## config.mk

```make
export PLATFORM = sky130hd
export DESIGN_NAME = pi_permute_engine
export DESIGN_NICKNAME = d
export VERILOG_FILES = /design/src/rtl/pi_permute_engine.sv
export SDC_FILE = /design/constraint.sdc
export NUM_CORES = 1
export LEC_CHECK = 0
export CAP_MARGIN = 10
export CORE_UTILIZATION = 43
export DETAILED_ROUTE_END_ITERATION = 12
export PLACE_DENSITY = 0.79
export SYNTH_ARGS = -nofsm -noshare
export SYNTH_HDL_FRONTEND = slang
export SYNTH_SLANG_ARGS = --single-unit
```

## constraint.sdc

```tcl
create_clock -name clk -period 2.4 [get_ports clk]
set_input_delay 0.48 -clock clk [delete_from_list [all_inputs] [get_ports clk]]
set_output_delay 0.48 -clock clk [all_outputs]
set_load 0.005 [all_outputs]
```

## src/rtl/pi_permute_engine.sv

```systemverilog
// Multi-pass pi lane permutation engine: loads DIM x DIM bit lines, permutes them PASSES times,
// and emits them over valid/ready. Optional inverse mode via `define PI_INVERSE_EN (adds port inv).
module pi_permute_engine #(
  parameter int DIM        = 5,
  parameter int NUM_SLICES = 64,
  parameter int PASSES     = 1,
  localparam int W         = DIM * DIM,
  localparam int SW        = (NUM_SLICES > 1) ? $clog2(NUM_SLICES) : 1
) (
  input  logic          clk,
  input  logic          rst,
  input  logic          start,
  input  logic          in_valid,
  input  logic [W-1:0]  in_line,
  output logic          in_ready,
  output logic          out_valid,
  output logic [W-1:0]  out_line,
  input  logic          out_ready,
`ifdef PI_INVERSE_EN
  input  logic          inv,
`endif
  output logic          busy,
  output logic          done,
  output logic [SW-1:0] slice_idx,
  output logic [1:0]    fsm_state
);

  localparam int PW = (PASSES > 1) ? $clog2(PASSES + 1) : 1;

  localparam logic [1:0] IDLE = 2'd0;
  localparam logic [1:0] LOAD = 2'd1;
  localparam logic [1:0] PERM = 2'd2;
  localparam logic [1:0] EMIT = 2'd3;

  localparam logic [PW-1:0] PASS_LAST  = PW'(PASSES - 1);
  localparam logic [SW-1:0] SLICE_LAST = SW'(NUM_SLICES - 1);

  logic [1:0]    state_q;
  logic [W-1:0]  line_q;
  logic [SW-1:0] slice_q;
  logic [PW-1:0] pass_q;
  logic          done_q;
  logic [W-1:0]  pi_fwd;
  logic [W-1:0]  step;

  // Handshakes: a transfer happens on a rising edge where valid and ready are both high;
  // out_valid/out_line stay stable until that edge, and in_ready is high only in LOAD.

  // Output bit o = x + DIM*y takes input lane ((x+3y) mod DIM, x); pure wiring.
  for (genvar o = 0; o < W; o++) begin : g_pi
    localparam int X   = o % DIM;
    localparam int Y   = o / DIM;
    localparam int SRC = ((X + 3 * Y) % DIM) + DIM * X;
    assign pi_fwd[o] = line_q[SRC];
  end

`ifdef PI_INVERSE_EN
  logic [W-1:0] pi_inv;
  logic         inv_q;

  // Inverse scatters each bit back to the lane it was gathered from.
  for (genvar o = 0; o < W; o++) begin : g_pi_inv
    localparam int X   = o % DIM;
    localparam int Y   = o / DIM;
    localparam int SRC = ((X + 3 * Y) % DIM) + DIM * X;
    assign pi_inv[SRC] = line_q[o];
  end

  assign step = inv_q ? pi_inv : pi_fwd;

  always_ff @(posedge clk) begin
    if (rst) begin
      inv_q <= 1'b0;
    end else if (state_q == LOAD && in_valid) begin
      inv_q <= inv;
    end
  end
`else
  assign step = pi_fwd;
`endif

  always_ff @(posedge clk) begin
    if (rst) begin
      state_q <= IDLE;
      line_q  <= '0;
      slice_q <= '0;
      pass_q  <= '0;
      done_q  <= 1'b0;
    end else begin
      done_q <= 1'b0;
      case (state_q)
        IDLE: begin
          if (start) begin
            state_q <= LOAD;
            slice_q <= '0;
          end
        end
        LOAD: begin
          if (in_valid) begin
            line_q  <= in_line;
            pass_q  <= '0;
            state_q <= PERM;
          end
        end
        PERM: begin
          line_q <= step;
          pass_q <= pass_q + PW'(1);
          if (pass_q == PASS_LAST) begin
            state_q <= EMIT;
          end
        end
        EMIT: begin
          if (out_ready) begin
            if (slice_q == SLICE_LAST) begin
              state_q <= IDLE;
              slice_q <= '0;
              done_q  <= 1'b1;
            end else begin
              slice_q <= slice_q + SW'(1);
              state_q <= LOAD;
            end
          end
        end
        default: state_q <= IDLE;
      endcase
    end
  end

  assign in_ready  = (state_q == LOAD);
  assign out_valid = (state_q == EMIT);
  assign out_line  = line_q;
  assign busy      = (state_q != IDLE);
  assign done      = done_q;
  assign slice_idx = slice_q;
  assign fsm_state = state_q;

endmodule
```

==> reports/summary.txt, run 1 <==
Slew Limit Fails: 0
Final setup viols: 0
Post-Place Cell Area: 2410 sq um
Worst EP required: 1920 ps
post-route cell area: 2490 sq um
Die ar.: 4260 sq um
CP Depth: 4
First-pass DRT Iterations: 4
Antenna diodes: 0
Max Root-Sink Buffers: 2
max-cap viol count: 0
final wirelength: 3.86 mm
synthesized area per cell: 9.40 sq um
gr ovfl total: 0
crit-path cells: inv_1 > ha_1 > inv_1 > clkdlybuf4s50_1
Critical path buffers and inverters: 3
Pwr Density: 1170 nW/um^2
die span in y: 65.3 microns
Post-Syn Nets: 219
worst path arrival time: 1640 ps
Fin. Hold Viols: 0
Nets: 282
H-tree depth: 2
largest net degree at the start of global routing: 50
Fin Clk Skew: 6.83 ps
Root Buffer: clkbuf_8
Most common cell on crit path: inv_1
yosys warns: 0
Setup WS post-layout: 276 ps
total number of vias: 1509
sequential area share after synthesis: 40.7%
EDFF count, synth: 0
Seq cells post-synth: 35
Syn-to-layout area delta: 44.8%
total track usage: 19.3%
starting density of the core: 46.0%
Worst Setup Start Kind: register
I/O pin count: 67
Critical Path End: busy
fin crit share: 88.5%
FF-to-FF Start: fsm_state[0]$_SDFFE_PP0P_
Syn Std Cell Area: 1720 sq um
Rel. slew slack: 28.5%
Critical Path End Type: output port
worst-skew pair later-pin latency: 290 ps
CP peak stage delay: 480 ps
Async SR Flop Fraction: 0%
Main synth FF type: dfxtp_1
largest cells by area after synthesis: dfxtp_1 41%, mux2i_1 15%, a211oi_1 10%, nor2_1 7.2%, ha_1 4.4%
CP Max Fanout: 6
Slowest-stage cell, CP: clkdlybuf4s50_1
worst reg-to-reg setup slack: 310 ps
Power, Total: 2920 uW
Synth Instances: 183
CTS tree: built
post-synth top area share: 40.7%
layout cells sized above 1: 7.29%
crit path from: fsm_state[1]$_SDFFE_PP0P_
Placer Congestion: 0.802
CP top delay family: buffers and inverters
# resized after CTS: 0
Max Fclk: 471 MHz
most frequent cell after synthesis: dfxtp_1
Least-Margin Pin Slew: 1070 ps
initial drt markers: 57
Core Region: 3740 sq um
count of cell types in the netlist: 36
vias in the first global route: 1379
first-pass GRT wire length: 6.24 mm
reg-to-reg endpoint: out_line[18]$_SDFFE_PP0P_
DR WL/cell: 13.1 microns
RSZ-0062 raised after global routing: false
Post-CTS Setup Bufs: 0
Hold Crit Class: reg2reg
Vias per Instance: 5.12
Crit Path Category: reg2out
CTS hold repair buffers: 0
Inserted Clock Buffers: 5
Final ANT Viol Nets: 0
Yosys top cell by area: dfxtp_1
Leakage: 0.000852 uW
setup_tns: 0 ps
Num Clock Sinks: 35
top cells by count, synth: 35 x dfxtp_1, 33 x nor2_1, 26 x mux2i_1
VDD IR max: 0.000729 V
residual DRC count: 0
Buffers on Ports: 66
CTS clock-pin slew for the worst setup and hold paths: 70 ps
pre-CTS setup slack: 287 ps
Chip Width: 65.3 microns
initial antenna violation count: 0
status: finished, final reports clean
post-layout min period: 2120 ps
worst reg2reg path depth: 6
Rows: 22
HPWL after detailed placement: 2.75 mm
## layout make-up
type | instances | area [sq um]
Tap cell | 48 | 60.1
Timing Repair Buffer | 69 | 683
Inverter | 7 | 26.3
Fill cell | 347 | 1250
Multi-Input combinational cell | 128 | 936
Sequential cell | 35 | 701
Clock buffer | 6 | 72.6
Clock inverter | 2 | 12.5
## per-layer routing
layer | GRT usage, % | routed length [microns]
met1 | 24.2 | 1860
met2 | 30.4 | 1730
met3 | 5.03 | 198
met4 | 9.24 | 75
met5 | 0 | 0
## layout by cell type (no fill, tap or decap), types with 2 or more instances in the layout
master,netlist,final
a211oi_1,24,24
a21oi_1,2,2
buf_4,1,3
clkbuf_8,0,5
clkdlybuf4s50_1,0,66
dfxtp_1,35,35
ha_1,6,6
inv_1,7,7
mux2i_1,26,26
nand2_1,7,7
nor2_1,33,33
nor3_1,2,2
nor4_1,2,2
o21ai_0,3,3
xnor2_1,3,3
## power breakdown
part	internal (uW)	switching, uW	total, uW
combinational	843	664	1510
sequential	807	188	995
clock	203	217	420
## sequential cells by signal, indices dropped and copies added (netlist names)
name / flops
fsm_state: 2
pass_q: 1
done: 1
out_line: 25
slice_idx: 6
## worst min-delay path by stage
| stage | slack, ps | to | start | cells after the start |
|---|---|---|---|---|
| global placement | 480 | out_line[0]$_SDFFE_PP0P_ | out_line[0]$_SDFFE_PP0P_ | 2 |
| floorplan | 480 | out_line[0]$_SDFFE_PP0P_ | out_line[0]$_SDFFE_PP0P_ | 2 |
| CTS | 510 | out_line[0]$_SDFFE_PP0P_ | out_line[0]$_SDFFE_PP0P_ | 2 |
| detailed placement | 490 | out_line[0]$_SDFFE_PP0P_ | out_line[0]$_SDFFE_PP0P_ | 2 |
| global route | 540 | out_line[16]$_SDFFE_PP0P_ | out_line[16]$_SDFFE_PP0P_ | 2 |
| finish | 510 | out_line[0]$_SDFFE_PP0P_ | out_line[0]$_SDFFE_PP0P_ | 2 |
## stage by stage
| stage | util [%] | hold slack, ps | std cells |
|---|---|---|---|
| after detailed placement | 64.3 | 492 | 287 |
| after global routing | 66.5 | 541 | 295 |
| after global placement | 64.3 | 483 | 287 |
| after floorplan | - | 485 | 183 |
| final | 66.5 | 513 | 295 |
| after CTS | 66.5 | 514 | 295 |
## kinds of logic (layout without fill, tap and decap cells)
family          after synthesis  after routing  share of synthesized area (%)
flops                        35             35                           40.7
fa+ha+maj                     6              6                           4.36
mux                          26             26                           15.1
buf+inv                      20             84                           5.53
compound gates               39             39                           17.7
xor+xnor                      3              3                           1.53
simple gates                 54             54                           15.1
## tightest hold or removal path, stage by stage (launching register included)
cell	delay (ps)
dfxtp_1	340
mux2i_1	70
nor2_1	70
No activity file was read; power rests on OpenSTA's default activity.
==> inputs of run 2 (changes only) <==
--- a/config.mk
+++ b/config.mk
@@ -6,6 +6,7 @@
 export NUM_CORES = 1
 export LEC_CHECK = 0
 export CAP_MARGIN = 10
+export CORE_ASPECT_RATIO = 1.25
 export CORE_UTILIZATION = 43
 export DETAILED_ROUTE_END_ITERATION = 12
 export PLACE_DENSITY = 0.79
==> run 2 against run 1 <==
  * Clock skew fell by 2.3 ps
  * Setup slack got worse by 40 ps
  * Power rose by 2.2%
  * Clock power rose by 10%
  * Critical endpoint is now out_valid
  * Highest routed layer unchanged
==> reports/summary.txt, run 2 (synthesis gave the netlist of run 1 again) <==
Hold Crit Class: reg2reg
Layout fillers: 334
Fin Clk Skew: 4.48 ps
total number of vias: 1557
Die ar.: 4260 sq um
initial drt markers: 61
Core Region: 3820 sq um
HPWL after detailed placement: 2.79 mm
post-layout min period: 2160 ps
Final setup viols: 0
status: finished, final reports clean
Syn-to-layout area delta: 46.3%
Critical Path End Type: output port
die span in y: 72.7 microns
Largest register FFs: 25
CTS clock-pin slew for the worst setup and hold paths: 70 ps
First-pass DRT Iterations: 4
Worst EP required: 1920 ps
Vias per Instance: 5.17
worst-skew pair later-pin latency: 290 ps
fin crit share: 90.2%
commonest non-fill, non-tap cell in the layout: clkdlybuf4s50_1
Worst Setup Start Kind: register
Post-CTS Setup Bufs: 0
DR WL/cell: 12.9 microns
final wirelength: 3.87 mm
most frequent cells in the layout: 66 x clkdlybuf4s50_1, 35 x dfxtp_1, 33 x nor2_1
setup_tns: 0 ps
Fin. Hold Viols: 0
vias in the first global route: 1442
VDD IR max: 0.000780 V
Nets: 282
H-tree depth: 2
first-pass GRT wire length: 6.32 mm
worst path arrival time: 1680 ps
RSZ-0062 raised after global routing: false
# resized after CTS: 0
total track usage: 19.4%
Max Fclk: 462 MHz
Final ANT Viol Nets: 0
residual DRC count: 0
max-cap viol count: 0
starting density of the core: 45.1%
Rel. slew slack: 27.9%
Rows: 25
Inserted Clock Buffers: 5
gr ovfl total: 0
Placer Congestion: 0.822
I/O pin count: 67
Buffers on Ports: 66
Antenna diodes: 0
largest net degree at the start of global routing: 50
Max Root-Sink Buffers: 2
CTS hold repair buffers: 0
Num Clock Sinks: 35
CP Max Fanout: 9
initial antenna violation count: 0
dpl cells: 293
Pwr Density: 1190 nW/um^2
Root Buffer: clkbuf_8
layout cells sized above 1: 7.69%
CTS tree: built
Chip Width: 58.6 microns
Crit Path Category: reg2out
Post-Layout Cell Count: 301
Leakage: 0.000860 uW
Least-Margin Pin Slew: 1080 ps
Slew Limit Fails: 0
[run 2: cell count changes in the layout (fill, tap and decap cells not counted)]
| cell | change |
|---|---|
| ha_2 | +1 |
| clkinvlp_4 | -1 |
| clkinv_2 | -1 |
| clkbuf_8 | +2 |
| ha_1 | -1 |
[run 2: power breakdown]
| part | total, uW | switching (uW) | internal (uW) |
|---|---|---|---|
| combinational | 1520 | 674 | 845 |
| clock | 464 | 202 | 262 |
| sequential | 1000 | 196 | 807 |
[run 2: critical path, cell delays in order (launching register included)]
cell and delay, ps:
dfxtp_1 460, ha_1 370, clkdlybuf4s50_1 560
[run 2: per-layer routing]
layer  global-route usage, %  vias up  share of wire, %
li1                        -      775                 -
met1                    23.0      715                42
met2                    31.7       61                48
met3                    7.09        6               8.6
met4                    7.41        0               1.4
met5                       0        -                 0
[run 2: stage by stage]
stage | total power, uW | instance area, sq um | worst slack [ps] | hold slack, ps | utilization [%]
finish | 2980 | 2520 | 236 | 506 | 65.9
global route | 3220 | 2520 | 2.98 | 535 | 65.9
CTS | 3010 | 2520 | 231 | 518 | 65.9
detailed placement | 2530 | 2420 | 278 | 502 | 63.3
global placement | 2500 | 2420 | 331 | 481 | 63.3
floorplan | 1880 | 1720 | 599 | 485 | -
[run 2: layout make-up]
class / instances / area, sq um / area share (%)
clock buffer: 8 / 100 / 3.98
inverter: 7 / 26.3 / 1.04
multi-input combinational: 128 / 938 / 37.3
sequential: 35 / 701 / 27.8
tap: 54 / 67.6 / 2.69
timing repair buffer: 69 / 683 / 27.2
[run 2: path summary, 6_finish.rpt]
path | start | endpoint | cells after the start | slack, ps
worst max register to register | fsm_state[1]$_SDFFE_PP0P_ | out_line[20]$_SDFFE_PP0P_ | 5 | 260
worst min register to register | out_line[0]$_SDFFE_PP0P_ | out_line[0]$_SDFFE_PP0P_ | 2 | 510
worst min-delay path | out_line[0]$_SDFFE_PP0P_ | out_line[0]$_SDFFE_PP0P_ | 2 | 510
worst max-delay path | fsm_state[1]$_SDFFE_PP0P_ | out_valid | 2 | 240
==> RTL change (config.mk and constraints of run 2) <==
Set the parameter `DIM` to 6 (it was 5).
--- a/src/rtl/pi_permute_engine.sv
+++ b/src/rtl/pi_permute_engine.sv
@@ -2,5 +2,5 @@
 // and emits them over valid/ready. Optional inverse mode via `define PI_INVERSE_EN (adds port inv).
 module pi_permute_engine #(
-  parameter int DIM        = 5,
+  parameter int DIM        = 6,
   parameter int NUM_SLICES = 64,
   parameter int PASSES     = 1,
Ports: changed (resized in_line and out_line); port bits go from 67 to 89. No check against the original RTL was run, so the function may have changed too.
==> RTL change against run 2 <==
- routed wire length is 33% higher
- area after synthesis grew 23%
- worst setup slack improved by 0.067 ns
- clock skew about the same
- maximum frequency up 3.2%
- sequential cell count grew 11
- critical path depth grew 2
- power grew 24%
- cell area increased by 25%
- combinational power up 28%
- largest power group unchanged
==> RTL change: results (changes against run 2) <==
status:
  status: "finished, final reports clean"  # unchanged
power_and_ir_drop:
  max-vdd-ir-drop_v: 0.000867  # was 0.000780 V
  p_leak_nw: 1.09  # was 0.860 nW
grt:
  track_usage: 0.200  # was 0.194
  grt_pass1_wl_um: 7940  # was 6320 um
  grt_pass1_vias: 1653  # was 1442
  grt_max_degree: 68  # was 50
detailed_routing:
  wirelength_um: 5130  # was 3870 um
  dr.pass1.iters: 6  # was 4
  vias: 1873  # was 1557
  drtIter0Drc: 110  # was 61
synthesis:
  netlist_instances: 222  # was 183
  yosysSeqAreaShare: 0.434  # was 0.407
  synth_cell_types: 31  # was 36
  netlist_top_cells_count: "dfxtp_1, nor2_1, mux2i_1"  # unchanged
  synthesis.nets: 269  # was 219
  yosys-top-cells-area: "dfxtp_1, mux2i_1, a211oi_1"  # unchanged
final_layout:
  num-fill-cells: 417  # was 334
  num-nonclk-inverters: 4  # was 7
  drive_gt1_frac: 0.0525  # was 0.0769
  seqAreaFraction: 0.294  # was 0.278
  clk_share: 0.0244  # was 0.0398
  n_clock_buffer: 7  # was 8
  final_nets: 352  # was 282
  layoutNonFillerInstCount: 365  # was 301
  multi_input_area_share: 0.358  # was 0.373
worst_setup_path:
  reg2reg_slack_ns: 0.40  # was 0.26 ns
  crit_start: "fsm_state[0]"  # was fsm_state[1]
  worstPathMaxFanout: 5  # was 9
  cp-endpoint: "busy"  # was out_valid
  arrival_ns: 1.62  # was 1.68 ns
  rr_worst_depth: 6  # was 5
timing:
  skew_ns: 0.00470  # was 0.00448 ns
  hold_slack_ns: 0.496  # was 0.506 ns
  timing_worst_slew_pin_value_ns: 0.548  # was 1.08 ns
placed_design:
  pre_cts_slack_ns: 0.246  # was 0.278 ns
  dp_hpwl_um: 3730  # was 2790 um
  placed_cells: 358  # was 293
  io_buffer_count: 88  # was 66
clock_tree:
  clock-sinks: 46  # was 35
worst_hold_path:
  min-delay-start: "slice_idx[5]"  # was out_line[0]
  whs_endpoint: "slice_idx[5]"  # was out_line[0]
## RTL change: kinds of logic after synthesis
group | after synthesis | synth area share
xor gates and xnor gates | 3 | 0.0124
DFF | 46 | 0.434
AOI/OAI and AO/OA | 45 | 0.155
and+or+nand+nor | 64 | 0.146
buffers and inverters | 20 | 0.0383
adders and majority gates | 6 | 0.0354
muxes | 38 | 0.180
## RTL change: routing by layer
metal / wire [um] / vias to the layer above / global-route usage
li1: - / 965 / -
met1: 2350 / 848 / 0.251
met2: 2460 / 55 / 0.321
met3: 248 / 5 / 0.0483
met4: 75 / 0 / 0.0844
met5: 0 / - / 0
## RTL change: critical path, stage by stage (launching register included)
cell and delay [ns]:
dfxtp_1 0.40, inv_1 0.12, ha_1 0.26, inv_1 0.06, clkdlybuf4s50_1 0.49
## RTL change: where the power goes
| group | internal, mW | leakage [nW] | switching (mW) |
|---|---|---|---|
| logic | 1.11 | 0.673 | 0.839 |
| registers | 1.07 | 0.377 | 0.265 |
| clock network | 0.201 | 0.0383 | 0.229 |
